### src/rtl/sd_dat_reader.sv
// SD-card DAT-line receiver for single- and multi-block reads.
// Samples the card clock level from sdcmd_ctrl as a data strobe. Each received
// byte is streamed out with its address. The per-line CRC16 and the end bit
// are checked for every block.
// Handshake: start/stop are single-cycle requests. start is honoured only when
// the block is idle. stop wins over start. outen qualifies outbyte/outaddr/outblk
// for one cycle, and there is no back-pressure.
module sd_dat_reader #(
    parameter int          DAT_WIDTH = 1,
    parameter int unsigned TIMEOUT   = 1000000
) (
    input  logic                 clk,
    input  logic                 rstn,
    input  logic                 sdclk,
    input  logic [DAT_WIDTH-1:0] sddat,
    input  logic                 start,
    input  logic [15:0]          nblocks,
    input  logic                 stop,
    output logic                 busy,
    output logic                 outen,
    output logic [7:0]           outbyte,
    output logic [8:0]           outaddr,
    output logic [15:0]          outblk,
    output logic                 blk_done,
    output logic                 blk_crc_ok,
    output logic                 crc_err,
    output logic                 done,
    output logic                 timeout
);

    if (!(DAT_WIDTH == 1 || DAT_WIDTH == 4)) begin : g_bad_width
        $error("sd_dat_reader: DAT_WIDTH must be 1 or 4");
    end

    // Number of DAT samples in one 512-byte payload, and how bytes map onto them
    localparam logic [11:0] DATA_LAST  = 12'(4096 / DAT_WIDTH - 1);
    localparam logic [11:0] BYTE_MASK  = (DAT_WIDTH == 4) ? 12'd1 : 12'd7;
    localparam int          ADDR_SHIFT = (DAT_WIDTH == 4) ? 1 : 3;

    typedef enum logic [2:0] {S_IDLE, S_WAIT, S_DATA, S_CRC, S_ENDB} state_t;

    state_t      state;
    logic        sdclk_l;
    logic [15:0] nblk_q;
    logic [31:0] ecnt;
    logic [11:0] bcnt;
    logic [7:0]  shreg;
    logic [15:0] crc_calc [DAT_WIDTH];
    logic [15:0] crc_rx   [DAT_WIDTH];

    logic        sample;
    logic        start_bit;
    logic        byte_done;
    logic        last_blk;
    logic        end_ok;
    logic        crc_match;
    logic [7:0]  byte_next;
    logic [31:0] ecnt_next;

    // Serial CRC16-CCITT step (x^16 + x^12 + x^5 + 1) for one data bit
    function automatic logic [15:0] crc16_step(input logic [15:0] c, input logic b);
        logic fb;
        fb = c[15] ^ b;
        return {c[14:0], 1'b0} ^ (fb ? 16'h1021 : 16'h0000);
    endfunction

    assign sample    = sdclk & ~sdclk_l;
    assign start_bit = (sddat == '0);
    assign byte_done = ((bcnt & BYTE_MASK) == BYTE_MASK);
    assign last_blk  = (outblk == nblk_q - 16'd1);
    assign end_ok    = &sddat;
    assign byte_next = 8'({shreg, sddat});
    assign ecnt_next = ecnt + 32'd1;

    // All lines must agree between the locally computed and the received CRC
    always_comb begin
        crc_match = 1'b1;
        for (int i = 0; i < DAT_WIDTH; i++) begin
            if (crc_calc[i] != crc_rx[i]) crc_match = 1'b0;
        end
    end

    // Previous card-clock level for rising-edge detection
    always_ff @(posedge clk or negedge rstn) begin
        if (!rstn) sdclk_l <= 1'b0;
        else       sdclk_l <= sdclk;
    end

    // Receive FSM: start-bit hunt, payload, CRC, end bit, repeated per block
    always_ff @(posedge clk or negedge rstn) begin
        if (!rstn) begin
            state      <= S_IDLE;
            nblk_q     <= '0;
            ecnt       <= '0;
            bcnt       <= '0;
            shreg      <= '0;
            busy       <= 1'b0;
            outen      <= 1'b0;
            outbyte    <= '0;
            outaddr    <= '0;
            outblk     <= '0;
            blk_done   <= 1'b0;
            blk_crc_ok <= 1'b0;
            crc_err    <= 1'b0;
            done       <= 1'b0;
            timeout    <= 1'b0;
            for (int i = 0; i < DAT_WIDTH; i++) begin
                crc_calc[i] <= '0;
                crc_rx[i]   <= '0;
            end
        end else begin
            outen    <= 1'b0;
            blk_done <= 1'b0;
            done     <= 1'b0;
            timeout  <= 1'b0;
            if (stop) begin
                state <= S_IDLE;
                busy  <= 1'b0;
            end else begin
                case (state)
                    S_IDLE: begin
                        if (start) begin
                            nblk_q  <= (nblocks == 16'd0) ? 16'd1 : nblocks;
                            outblk  <= '0;
                            crc_err <= 1'b0;
                            ecnt    <= '0;
                            busy    <= 1'b1;
                            state   <= S_WAIT;
                        end
                    end
                    S_WAIT: begin
                        if (sample) begin
                            if (start_bit) begin
                                bcnt  <= '0;
                                state <= S_DATA;
                                for (int i = 0; i < DAT_WIDTH; i++) begin
                                    crc_calc[i] <= '0;
                                    crc_rx[i]   <= '0;
                                end
                            end else begin
                                ecnt <= ecnt_next;
                                if (ecnt_next >= TIMEOUT) begin
                                    timeout <= 1'b1;
                                    busy    <= 1'b0;
                                    state   <= S_IDLE;
                                end
                            end
                        end
                    end
                    S_DATA: begin
                        if (sample) begin
                            for (int i = 0; i < DAT_WIDTH; i++) begin
                                crc_calc[i] <= crc16_step(crc_calc[i], sddat[i]);
                            end
                            shreg <= byte_next;
                            if (byte_done) begin
                                outen   <= 1'b1;
                                outbyte <= byte_next;
                                outaddr <= 9'(bcnt >> ADDR_SHIFT);
                            end
                            if (bcnt == DATA_LAST) begin
                                bcnt  <= '0;
                                state <= S_CRC;
                            end else begin
                                bcnt <= bcnt + 12'd1;
                            end
                        end
                    end
                    S_CRC: begin
                        if (sample) begin
                            for (int i = 0; i < DAT_WIDTH; i++) begin
                                crc_rx[i] <= {crc_rx[i][14:0], sddat[i]};
                            end
                            if (bcnt == 12'd15) begin
                                bcnt  <= '0;
                                state <= S_ENDB;
                            end else begin
                                bcnt <= bcnt + 12'd1;
                            end
                        end
                    end
                    S_ENDB: begin
                        if (sample) begin
                            blk_done   <= 1'b1;
                            blk_crc_ok <= crc_match & end_ok;
                            if (!(crc_match && end_ok)) crc_err <= 1'b1;
                            if (last_blk) begin
                                done  <= 1'b1;
                                busy  <= 1'b0;
                                state <= S_IDLE;
                            end else begin
                                outblk <= outblk + 16'd1;
                                ecnt   <= '0;
                                state  <= S_WAIT;
                            end
                        end
                    end
                    default: state <= S_IDLE;
                endcase
            end
        end
    end

endmodule

### config.mk
export PLATFORM = sky130hd
export DESIGN_NAME = sd_dat_reader
export DESIGN_NICKNAME = d
export VERILOG_FILES = /design/src/rtl/sd_dat_reader.sv
export SDC_FILE = /design/constraint.sdc
export NUM_CORES = 1
export LEC_CHECK = 0
export BUFFER_PORTS_ARGS = -buffer_cell sky130_fd_sc_hd__buf_2
export CAP_MARGIN = 25
export CORE_AREA = 2 2 133 135
export DETAILED_ROUTE_END_ITERATION = 10
export DIE_AREA = 0 0 135 137
export GPL_ROUTABILITY_DRIVEN = 1
export SLEW_MARGIN = 20
export SYNTH_ARGS = -nofsm -noshare
export SYNTH_HDL_FRONTEND = slang
export SYNTH_SLANG_ARGS = --single-unit
### constraint.sdc
create_clock -name clk -period 5.05 [get_ports clk]
set_input_delay 0.2525 -clock clk [delete_from_list [all_inputs] [get_ports clk]]
set_output_delay 0.2525 -clock clk [all_outputs]
set_load 0.005 [all_outputs]
==> reports/qor.yml <==
logic_synthesis:
  yosys.area.top_type: "dfrtp_1"
  netlist_area_mm2: 0.00766
  netlist_top_cells_count: "dfrtp_1, nand2_1, o21ai_0, nor2_1, a21oi_1"
  synth_most_common_cell: "dfrtp_1"
  syn_inst: 821
  synth_edf_count: 0
  synth_top_flop_cell: "dfrtp_1"
  ys_types: 65
  synth_top_cell_area_share_pct: 46.7
  ys_async_sr_fraction_pct: 100
  synth_area_leaders: "dfrtp_1, nand2_1, o21ai_0, mux2_2, xnor2_1"
  ys.warnings.count: 0
  synth_nets: 848
  synth.yosys.seq_area_share_pct: 46.7
  ys_ff_latch: 143
  synth.avg_cell_area_um2: 9.33
final_layout:
  drive_gt1_share_pct: 15.9
  syn2layout_area_growth_pct: 14.1
  final_util_pct: 51.3
  diodes: 0
  nNetsFinal: 896
global_route:
  grt_antenna_before_repair: 0
  grt_max_degree: 102
  global_route.overflow_total: 0
  gr-usage-all-layers_pct: 21.4
  grt_pass1_wl_mm: 31.7
  grt_pass1_vias: 6407
timing:
  fin_crit_ps: 3740
  fmax_ghz: 0.267
  tns_ps: 0
  finClkSkew_ps: 9.41
  worst_pin_slew_ps: 936
  rsz0062_at_grt: "false"
  fin_crit_sh_pct: 74.0
  hold_viol_final: 0
  setup_viol: 0
  max_slew_margin_pct: 37.6
  drv_slew: 0
  fin_ws_ps: 1310
  hold_slack_ps: 38.3
detailed_routing:
  routed_wl_mm: 19.1
  num_vias: 6602
  dr.pass1.iters: 5
  postRouteAntennaNets: 0
  via_per_inst: 5.97
  drc_errors: 0
  first_iter_violations: 521
  wire_per_inst_um: 17.3
clock_network:
  clockRootBuffer: "clkbuf_16"
  cts_resized: 0
  cts_tree: "done"
  post-cts-setup-buffers: 0
  clk_transition_reported_paths_ps: 60
  cts_max_path_buffers: 2
  ctsHtreeMaxLevel: 4
  clock_latency_ps: 430
  cts_buffers: 17
  clkSinkCount: 143
place:
  dp.final_hpwl_mm: 12.8
  port_buffers: 61
  gp_congestion: 0.843
  preCtsSetupSlack_ps: 1370
power_and_ir_drop:
  power.total_mw: 3.31
  ir_drop_v: 0.000303
  power.leakage_nw: 3.88
  power.density_mw_per_mm2: 378
critical_path:
  arrival_ps: 4080
  required_ps: 5400
  critical_path.startpoint_type: "flop"
  path_max_fanout: 54
  cp-end-kind: "flop"
  setup.worst_path.class: "reg2reg"
flow_run:
  drv_cap: 0
hold_path:
  hold_class: "in2reg"
floorplanning:
  core_area_mm2: 0.0171
  initial_core_util_pct: 44.9
  pin_count: 62
  die_h_um: 137
  die_w_um: 135
  dieArea_mm2: 0.0185
  rows: 48
status:
  status: "complete, no violations"
worst paths after layout:
kind | startpoint | endpoint | slack, ps | depth (start not counted)
max reg2reg | nblk_q[0] | outblk[14] | 1310 | 11
min | nblocks[11] | nblk_q[11] | 40 | 3
min in group asynchronous | rstn | crc_rx[15] | 510 | 2
max | nblk_q[0] | outblk[14] | 1310 | 11
max in group asynchronous | rstn | ecnt[10] | 3380 | 3
min reg2reg | blk_crc_ok | blk_crc_ok | 500 | 2
registers in the layout, summed over array words and instances (netlist names), 3 cells and up:
name      count
ecnt         32
crc_calc     16
crc_rx       16
nblk_q       16
outblk       16
bcnt         12
outaddr       9
outbyte       8
shreg         7
state         3
final cells by class:
| class | instances | area [um^2] |
|---|---|---|
| Clock inverter | 13 | 154 |
| Clock buffer | 18 | 429 |
| Sequential cell | 143 | 3580 |
| Fill cell | 1612 | 8310 |
| Inverter | 12 | 45.0 |
| Timing Repair Buffer | 73 | 414 |
| Multi-Input combinational cell | 622 | 3840 |
| Tap cell | 225 | 282 |
report_power, final:
group          switching, mW  internal (mW)  leakage (nW)  total [mW]
registers              0.139           1.24          1.96        1.38
logic                  0.406          0.269          1.64       0.675
clock network          0.520          0.736         0.278        1.26
stage by stage:
step,area (um^2),instances
2_1_floorplan,7660,821
3_3_place_gp,8120,1072
3_5_place_dp,8140,1073
4_1_cts,8740,1106
5_1_grt,8740,1106
6_report,8740,1106
cells in the final DEF, fill, tap and decap left out, types with 3 or more instances in the layout:
cell type	n
and2_1	14
ha_1	5
and3_1	16
mux2i_1	4
nor2b_1	7
a31o_2	3
a31oi_1	17
xor2_1	10
a311oi_1	3
nand2b_1	8
clkbuf_16	17
or4_1	9
nor3_1	7
o21ai_0	80
and4_1	5
buf_4	9
or4_4	3
a21oi_1	35
or3_1	10
a22o_1	30
inv_1	12
nand4_1	24
nand3_1	30
o21ai_1	6
clkinvlp_4	3
o211ai_1	6
o22ai_1	3
nand2_1	112
nor4_1	17
inv_6	4
xnor2_1	32
nor2_1	39
buf_2	60
o41ai_1	4
mux2_2	25
o31ai_1	21
a211oi_1	4
dfrtp_1	143
per-layer routing:
metal	global-route usage [%]	wire length (um)	share of wire [%]
met5	0	0	0
met4	7.52	287	1.5
met3	4.70	797	4.2
met2	35.0	9180	48
met1	28.1	8830	46
critical path, cell delays in order (launching register included):
cell and delay [ps]:
dfrtp_1 430, inv_1 110, ha_1 390, or3b_2 490
a211o_1 270, o211ai_1 160, or3b_1 380, or4_4 460
o21ai_2 170, buf_4 460, o31ai_1 170, a21oi_1 160
timing repair:
item,4_1_cts,5_1_grt
hold buffers,2,0
endpoints found under the hold margin,75,0
endpoints found under the setup margin,0,0
logic make-up (layout without fill, tap and decap cells):
kind of cell,count (synthesis),after routing,share of synthesized area (%)
AND/OR/NAND/NOR,315,315,20.9
AO/OA/AOI/OAI,231,231,19.3
flip-flops,143,143,46.7
buffers and inverters,56,116,3.23
XOR/XNOR,42,42,4.80
multiplexers,29,29,4.20
adder cells (fa/ha/maj),5,5,0.816
Note: power is estimated with default switching activity, not from simulation.
